`config.mk`:
```
export PLATFORM = sky130hd
export DESIGN_NAME = majority_vote_tally_flat
export DESIGN_NICKNAME = d
export VERILOG_FILES = /design/src/rtl/majority_vote_tally_if.sv /design/src/rtl/majority_vote_tally.sv /design/src/flat_wrapper.sv
export SDC_FILE = /design/constraint.sdc
export NUM_CORES = 1
export LEC_CHECK = 0
export CAP_MARGIN = 20
export CORE_MARGIN = 5
export CORE_UTILIZATION = 30
export CTS_CLUSTER_DIAMETER = 80
export DETAILED_ROUTE_END_ITERATION = 8
export HOLD_SLACK_MARGIN = 0.08
export PLACE_DENSITY = 0.52
export SLEW_MARGIN = 20
export SYNTH_ARGS = -nofsm -noshare
export SYNTH_HDL_FRONTEND = slang
export SYNTH_SLANG_ARGS = --single-unit
export TNS_END_PERCENT = 1
```
`constraint.sdc`:
```
create_clock -name clk -period 4 [get_ports clk]
set_clock_uncertainty 0.05 [all_clocks]
set_input_delay 0.6 -clock clk [delete_from_list [all_inputs] [get_ports clk]]
set_output_delay 0.6 -clock clk [all_outputs]
set_load 0.01 [all_outputs]
```
`src/rtl/majority_vote_tally_if.sv`:
```
// Voting bus between a requester and the majority_vote_tally block.
// master: drives start/vote_valid/vote_yes and observes the round status.
// slave : the tally block; observes requests and drives status and tallies.
//   start      - opens a round (honoured only when the block is idle)
//   vote_valid - per-voter vote strobe
//   vote_yes   - per-voter vote value (1 = yes)
//   busy       - round in progress (collecting or closing)
//   voted      - mask of voters counted this round
//   yes_count  - yes tally
//   no_count   - no tally
//   done       - one-cycle pulse when the round closes
//   result     - yes_count reached the threshold
//   timed_out  - round closed by timeout
interface majority_vote_tally_if #(
    parameter int unsigned N_VOTERS = 5
) ();
    localparam int unsigned CW = $clog2(N_VOTERS + 1);

    logic                start;
    logic [N_VOTERS-1:0] vote_valid;
    logic [N_VOTERS-1:0] vote_yes;
    logic                busy;
    logic [N_VOTERS-1:0] voted;
    logic [CW-1:0]       yes_count;
    logic [CW-1:0]       no_count;
    logic                done;
    logic                result;
    logic                timed_out;

    modport master (
        output start, vote_valid, vote_yes,
        input  busy, voted, yes_count, no_count, done, result, timed_out
    );

    modport slave (
        input  start, vote_valid, vote_yes,
        output busy, voted, yes_count, no_count, done, result, timed_out
    );
endinterface

```
`src/rtl/majority_vote_tally.sv`:
```
// Sequential N-voter majority tally. A round opens on start, collects at most
// one vote per voter, and closes when everyone has voted or after TIMEOUT
// collect cycles. The round result and tallies are held until the next start.
// Ports:
//   clk     - rising-edge clock
//   reset_n - asynchronous active-low reset
//   bus     - majority_vote_tally_if slave modport (requests in, status out)
module majority_vote_tally #(
    parameter int unsigned N_VOTERS  = 5,
    parameter int unsigned THRESHOLD = 0,
    parameter int unsigned TIMEOUT   = 16
) (
    input  logic                  clk,
    input  logic                  reset_n,
    majority_vote_tally_if.slave  bus
);
    localparam int unsigned CW    = $clog2(N_VOTERS + 1);
    localparam int unsigned TW    = (TIMEOUT > 1) ? $clog2(TIMEOUT) : 1;
    localparam int unsigned EFF_T = (THRESHOLD != 0) ? THRESHOLD : (N_VOTERS / 2 + 1);
    localparam logic [TW-1:0] TIMER_LAST = TW'(TIMEOUT - 1);

    typedef enum logic [1:0] {
        S_IDLE    = 2'd0,
        S_COLLECT = 2'd1,
        S_DONE    = 2'd2
    } state_e;

    state_e              state_q, state_d;
    logic [N_VOTERS-1:0] voted_q, voted_d;
    logic [CW-1:0]       yes_q, yes_d;
    logic [CW-1:0]       no_q, no_d;
    logic [TW-1:0]       timer_q, timer_d;
    logic                busy_q, busy_d;
    logic                done_q, done_d;
    logic                result_q, result_d;
    logic                tmo_q, tmo_d;

    logic [N_VOTERS-1:0] new_mask;
    logic [CW-1:0]       yes_add;
    logic [CW-1:0]       no_add;

    // State and output registers
    always_ff @(posedge clk or negedge reset_n) begin
        if (!reset_n) begin
            state_q  <= S_IDLE;
            voted_q  <= '0;
            yes_q    <= '0;
            no_q     <= '0;
            timer_q  <= '0;
            busy_q   <= 1'b0;
            done_q   <= 1'b0;
            result_q <= 1'b0;
            tmo_q    <= 1'b0;
        end else begin
            state_q  <= state_d;
            voted_q  <= voted_d;
            yes_q    <= yes_d;
            no_q     <= no_d;
            timer_q  <= timer_d;
            busy_q   <= busy_d;
            done_q   <= done_d;
            result_q <= result_d;
            tmo_q    <= tmo_d;
        end
    end

    // Next-state and tally logic
    always_comb begin
        state_d  = state_q;
        voted_d  = voted_q;
        yes_d    = yes_q;
        no_d     = no_q;
        timer_d  = timer_q;
        busy_d   = busy_q;
        done_d   = 1'b0;
        result_d = result_q;
        tmo_d    = tmo_q;

        // First-time voters only; repeat votes from counted voters drop out here
        new_mask = bus.vote_valid & ~voted_q;
        yes_add  = '0;
        no_add   = '0;
        for (int unsigned i = 0; i < N_VOTERS; i++) begin
            if (new_mask[i]) begin
                if (bus.vote_yes[i]) begin
                    yes_add = yes_add + CW'(1);
                end else begin
                    no_add = no_add + CW'(1);
                end
            end
        end

        case (state_q)
            S_IDLE: begin
                if (bus.start) begin
                    state_d  = S_COLLECT;
                    voted_d  = '0;
                    yes_d    = '0;
                    no_d     = '0;
                    timer_d  = '0;
                    result_d = 1'b0;
                    tmo_d    = 1'b0;
                    busy_d   = 1'b1;
                end
            end

            S_COLLECT: begin
                voted_d = voted_q | new_mask;
                yes_d   = yes_q + yes_add;
                no_d    = no_q + no_add;
                timer_d = timer_q + TW'(1);
                // All-voted takes priority over a coincident timeout
                if (&voted_d) begin
                    state_d  = S_DONE;
                    done_d   = 1'b1;
                    tmo_d    = 1'b0;
                    result_d = (32'(yes_d) >= EFF_T);
                end else if (timer_q == TIMER_LAST) begin
                    state_d  = S_DONE;
                    done_d   = 1'b1;
                    tmo_d    = 1'b1;
                    result_d = (32'(yes_d) >= EFF_T);
                end
            end

            S_DONE: begin
                state_d = S_IDLE;
                busy_d  = 1'b0;
            end

            default: begin
                state_d = S_IDLE;
                busy_d  = 1'b0;
            end
        endcase
    end

    assign bus.busy      = busy_q;
    assign bus.voted     = voted_q;
    assign bus.yes_count = yes_q;
    assign bus.no_count  = no_q;
    assign bus.done      = done_q;
    assign bus.result    = result_q;
    assign bus.timed_out = tmo_q;
endmodule

```
`src/flat_wrapper.sv`:
```
// flat-port wrapper written by rule: the top's interface ports become plain ports
module majority_vote_tally_flat 
#(
    parameter int unsigned N_VOTERS  = 5,
    parameter int unsigned THRESHOLD = 0,
    parameter int unsigned TIMEOUT   = 16
)
  (clk, reset_n, bus_start, bus_vote_valid, bus_vote_yes, bus_busy, bus_voted, bus_yes_count, bus_no_count, bus_done, bus_result, bus_timed_out);
  majority_vote_tally_if #(.N_VOTERS(N_VOTERS)) bus_i ();
  input  logic clk;
  input  logic reset_n;
  input wire logic [$bits(bus_i.start)-1:0] bus_start;
  input wire logic [$bits(bus_i.vote_valid)-1:0] bus_vote_valid;
  input wire logic [$bits(bus_i.vote_yes)-1:0] bus_vote_yes;
  output wire logic [$bits(bus_i.busy)-1:0] bus_busy;
  output wire logic [$bits(bus_i.voted)-1:0] bus_voted;
  output wire logic [$bits(bus_i.yes_count)-1:0] bus_yes_count;
  output wire logic [$bits(bus_i.no_count)-1:0] bus_no_count;
  output wire logic [$bits(bus_i.done)-1:0] bus_done;
  output wire logic [$bits(bus_i.result)-1:0] bus_result;
  output wire logic [$bits(bus_i.timed_out)-1:0] bus_timed_out;
  assign bus_i.start = bus_start;
  assign bus_i.vote_valid = bus_vote_valid;
  assign bus_i.vote_yes = bus_vote_yes;
  assign bus_busy = bus_i.busy;
  assign bus_voted = bus_i.voted;
  assign bus_yes_count = bus_i.yes_count;
  assign bus_no_count = bus_i.no_count;
  assign bus_done = bus_i.done;
  assign bus_result = bus_i.result;
  assign bus_timed_out = bus_i.timed_out;
  majority_vote_tally #(.N_VOTERS(N_VOTERS), .THRESHOLD(THRESHOLD), .TIMEOUT(TIMEOUT)) u_core (.clk(clk), .reset_n(reset_n), .bus(bus_i));
endmodule
```
==> reports/qor.tcl <==
set qor(holdWs_ns) 0.473
set qor(rsz0062_at_grt) {yes}
set qor(post_synth.cell_area_avg_um2) 10.4
set qor(status) {complete, no violations}
set qor(setup-violations-final) 0
set qor(initialDrtViolationCount) 26
set qor(tritoncts_num_sinks) 21
set qor(synthDistinctLibCells) 33
set qor(numCtsBuffers) 3
set qor(via_count_of_the_first_global_routing_pass) 1226
set qor(worstSetupPathType) {input port to register}
set qor(sequential_to_total_area_share_from_yosys_stat) 0.367
set qor(slew-limit-headroom) 0.372
set qor(instances_no_fill) 238
set qor(source_of_the_worst_register_to_register_timing_path) {u_core.bus.voted[0]}
set qor(drc) 0
set qor(finish.net_count) 211
set qor(hold_viol) 0
set qor(crit_path_cell_trace) {buf_2 -> and3b_1 -> ha_1 -> mux2i_1 -> inv_1 -> ha_1 -> mux2_4 -> ha_4 -> mux2_4 -> ha_4 -> mux2_4 -> fa_2 -> and2_4 -> a311o_1 -> o221a_1}
set qor(cellInternalPower_uw) 868
set qor(r2r_slack_ns) 0.10
set qor(power.share.clock) 0.098
set qor(core_um2) 4690
set qor(layout-drive-gt1-share) 0.245
set qor(finalWirelength_um) 3550
set qor(global_route.overflow_total) 0
set qor(dominantRegCellSynth) {dfrtp_1}
set qor(layout_worst_path_cycle_share) 0.981
set qor(cts_tree) {yes}
set qor(critical-path-top-cell-by-count) {mux2_4}
set qor(timing_worst_slew_pin_value_ns) 0.939
set qor(seq_power_share) 0.295
set qor(synthDominantCellAreaShare) 0.367
set qor(number_of_max_cap_violations) 0
set qor(io_buffers) 27
set qor(detail_route.first_pass.iterations) 4
set qor(start_util) 0.305
set qor(fin_max_slew_vios) 0
set qor(power-per-cell-area_nw_per_um2) 681
set qor(clkLatencyLatePin_ns) 0.26
set qor(routabilityCongestion) 0.802
set qor(cellLeakagePower_uw) 0.000943
set qor(clk_pin_slew_worst_paths_ns) 0.07
set qor(worstPathMaxFanout) 2
set qor(dp_cells) 230
set qor(place.detailed.hpwl_um) 2760
set qor(totalPowerFinal_uw) 1410
set qor(netlist_area_um2) 1430
set qor(power_switching_uw) 544
set qor(antennaDiodeCount) 0
set qor(route.antenna.remaining_nets) 0
set qor(synth_nets) 164
set qor(critical_path.slowest_cell) {fa_2}
set qor(power.ir.vdd_worst_mv) 0.312
set qor(buf_inv_on_cp) 2
set qor(min-delay-path-class) {register to register}
set qor(cp-end-kind) {register}
set qor(std_cell_rows) 25
set qor(data_arrival_time_of_the_critical_path_ns) 4.02
set qor(synth.top_cells.by_count) {dfrtp_1 (21), a21oi_1 (15), ha_1 (11), nand2_1 (10), nor2_1 (8)}
set qor(switching_share) 0.385
set qor(first_pass_grt_wire_length_um) 5860
set qor(pin_count_of_the_biggest_net_entering_global_routing) 22
set qor(timing.critical_path.required_ns) 4.10
set qor(cts-root-buf) {clkbuf_8}
set qor(floorplan.die.height_um) 79.1
set qor(floorplan.io_pins) 28
set qor(layout.core_utilization) 0.442
set qor(design.die.area_um2) 6260
set qor(ffs_w_async_s_r_synth) 1.00
set qor(critPathTopFamily) {adder cells}
set qor(power.combinational.fraction) 0.607
set qor(htree_levels) 1
set qor(post_synth_main_area_contributors) {dfrtp_1 (37%), ha_1 (9.6%), a21oi_1 (5.2%)}
set qor(ctsLongestPathBuffers) 2
set qor(start_point_of_the_critical_path) {bus_vote_yes[0]}
set qor(number_of_antenna_violations_at_the_first_check_in_global_routing) 0
set qor(post_synth_inst_count) 138
set qor(globalRouteTotalUtil) 0.118
set qor(max_freq_mhz) 255
set qor(startpoint_type) {input port}
set qor(yosysWarningCount) 0
set qor(synth.most_common_cell) {dfrtp_1}
set qor(chipWidth_um) 79.1
set qor(critical_path.max_stage_delay_ns) 0.42
set qor(post-synth-top-area-cell) {dfrtp_1}
set qor(via_count) 1211
set qor(min-delay-start) {u_core.bus.busy}
set qor(via_per_inst) 5.09
set qor(area_growth_from_synthesis_to_layout_pct) 44.7
set qor(synth_edf_count) 0
set qor(routed_wire_length_per_instance_um) 14.9
set qor(min_period_ns) 3.92
set qor(ys_ff_latch) 21
## power by group through the flow
stage | logic (uW) | clock network (uW) | registers (uW)
after CTS | 842 | 143 | 417
final | 857 | 139 | 416
after detailed placement | 810 | 0 | 423
after floorplan | 469 | 0 | 424
after global routing | 957 | 149 | 434
after global placement | 789 | 0 | 419
## metrics by stage
| stage | cell area [um^2] | setup TNS (ns) | setup WS [ns] |
|---|---|---|---|
| CTS | 2020 | 0 | 0.0178 |
| floorplan | 1520 | -0.00647 | -0.00647 |
| detailed placement | 1950 | -2.47 | -0.677 |
| global route | 2070 | -0.140 | -0.0663 |
| finish | 2070 | 0 | 0.0774 |
| global placement | 1950 | -2.37 | -0.642 |
## logic make-up (layout without fill, tap and decap cells)
logic type / after synthesis / in the layout / share of synthesized area
multiplexers: 10 / 10 / 0.0751
XOR/XNOR: 13 / 13 / 0.109
flip-flops: 21 / 21 / 0.367
adder cells (fa/ha/maj): 13 / 13 / 0.124
buffers and inverters: 10 / 56 / 0.0271
AND/OR/NAND/NOR: 40 / 40 / 0.163
AO/OA/AOI/OAI: 31 / 31 / 0.134
## flip-flops by register name (all words and copies together) (netlist names)
| name | cells |
|---|---|
| u_core.bus.result | 1 |
| u_core.bus.yes_count | 3 |
| u_core.bus.timed_out | 1 |
| u_core.bus.voted | 5 |
| u_core.bus.done | 1 |
| u_core.state_q | 2 |
| u_core.timer_q | 4 |
| u_core.bus.busy | 1 |
| u_core.bus.no_count | 3 |
## layout make-up
class	count	area (um^2)
multi-input combinational	107	1010
clock buffer	4	45.0
fill	476	2620
sequential	21	526
tap	54	67.6
timing repair buffer	45	394
inverter	7	26.3
## metal layers
| metal | global-route usage | part of all wire |
|---|---|---|
| met5 | 0 | 0 |
| met4 | 0.0464 | 0.016 |
| met3 | 0.0193 | 0.042 |
| met2 | 0.179 | 0.46 |
| met1 | 0.166 | 0.48 |
## final timing paths
path,end,cells after the start
worst min-delay path,u_core.bus.busy,2
max in group asynchronous,u_core.bus.voted[1],1
worst max register to register,u_core.bus.result,14
worst max-delay path,u_core.bus.result,15
worst min register to register,u_core.bus.busy,2
min in group asynchronous,u_core.timer_q[1],1
## worst register-to-register path, delay by kind of cell (launching register included)
| kind | cells | cell delay, ns |
|---|---|---|
| flip-flops | 1 | 0.42 |
| AO/OA/AOI/OAI | 2 | 0.48 |
| AND/OR/NAND/NOR | 2 | 0.41 |
| buffers and inverters | 1 | 0.06 |
| multiplexers | 4 | 1.01 |
| adder cells (fa/ha/maj) | 5 | 1.36 |
## placed cells by master, fill, tap and decap left out, drive strengths merged, types with 2 or more instances in the layout
cell,n
clkdlybuf4s50,23
dfrtp,21
buf,20
a21oi,15
ha,11
nand2,10
nor2,8
xnor2,7
mux2,6
inv,6
a22o,6
o21ai,5
nand3,4
mux2i,4
clkbuf,4
nor3b,4
and3b,3
nand3b,3
xor2,3
nand4b,3
xnor3,2
o22ai,2
fa,2
## repair_timing
item,in CTS,in global routing
gates resized for setup,13,7
pin swaps,12,5
endpoints found under the setup margin,4,3
buffers inserted,3,1
hold buffers,0,0
Note: power is estimated with default switching activity, not from simulation.
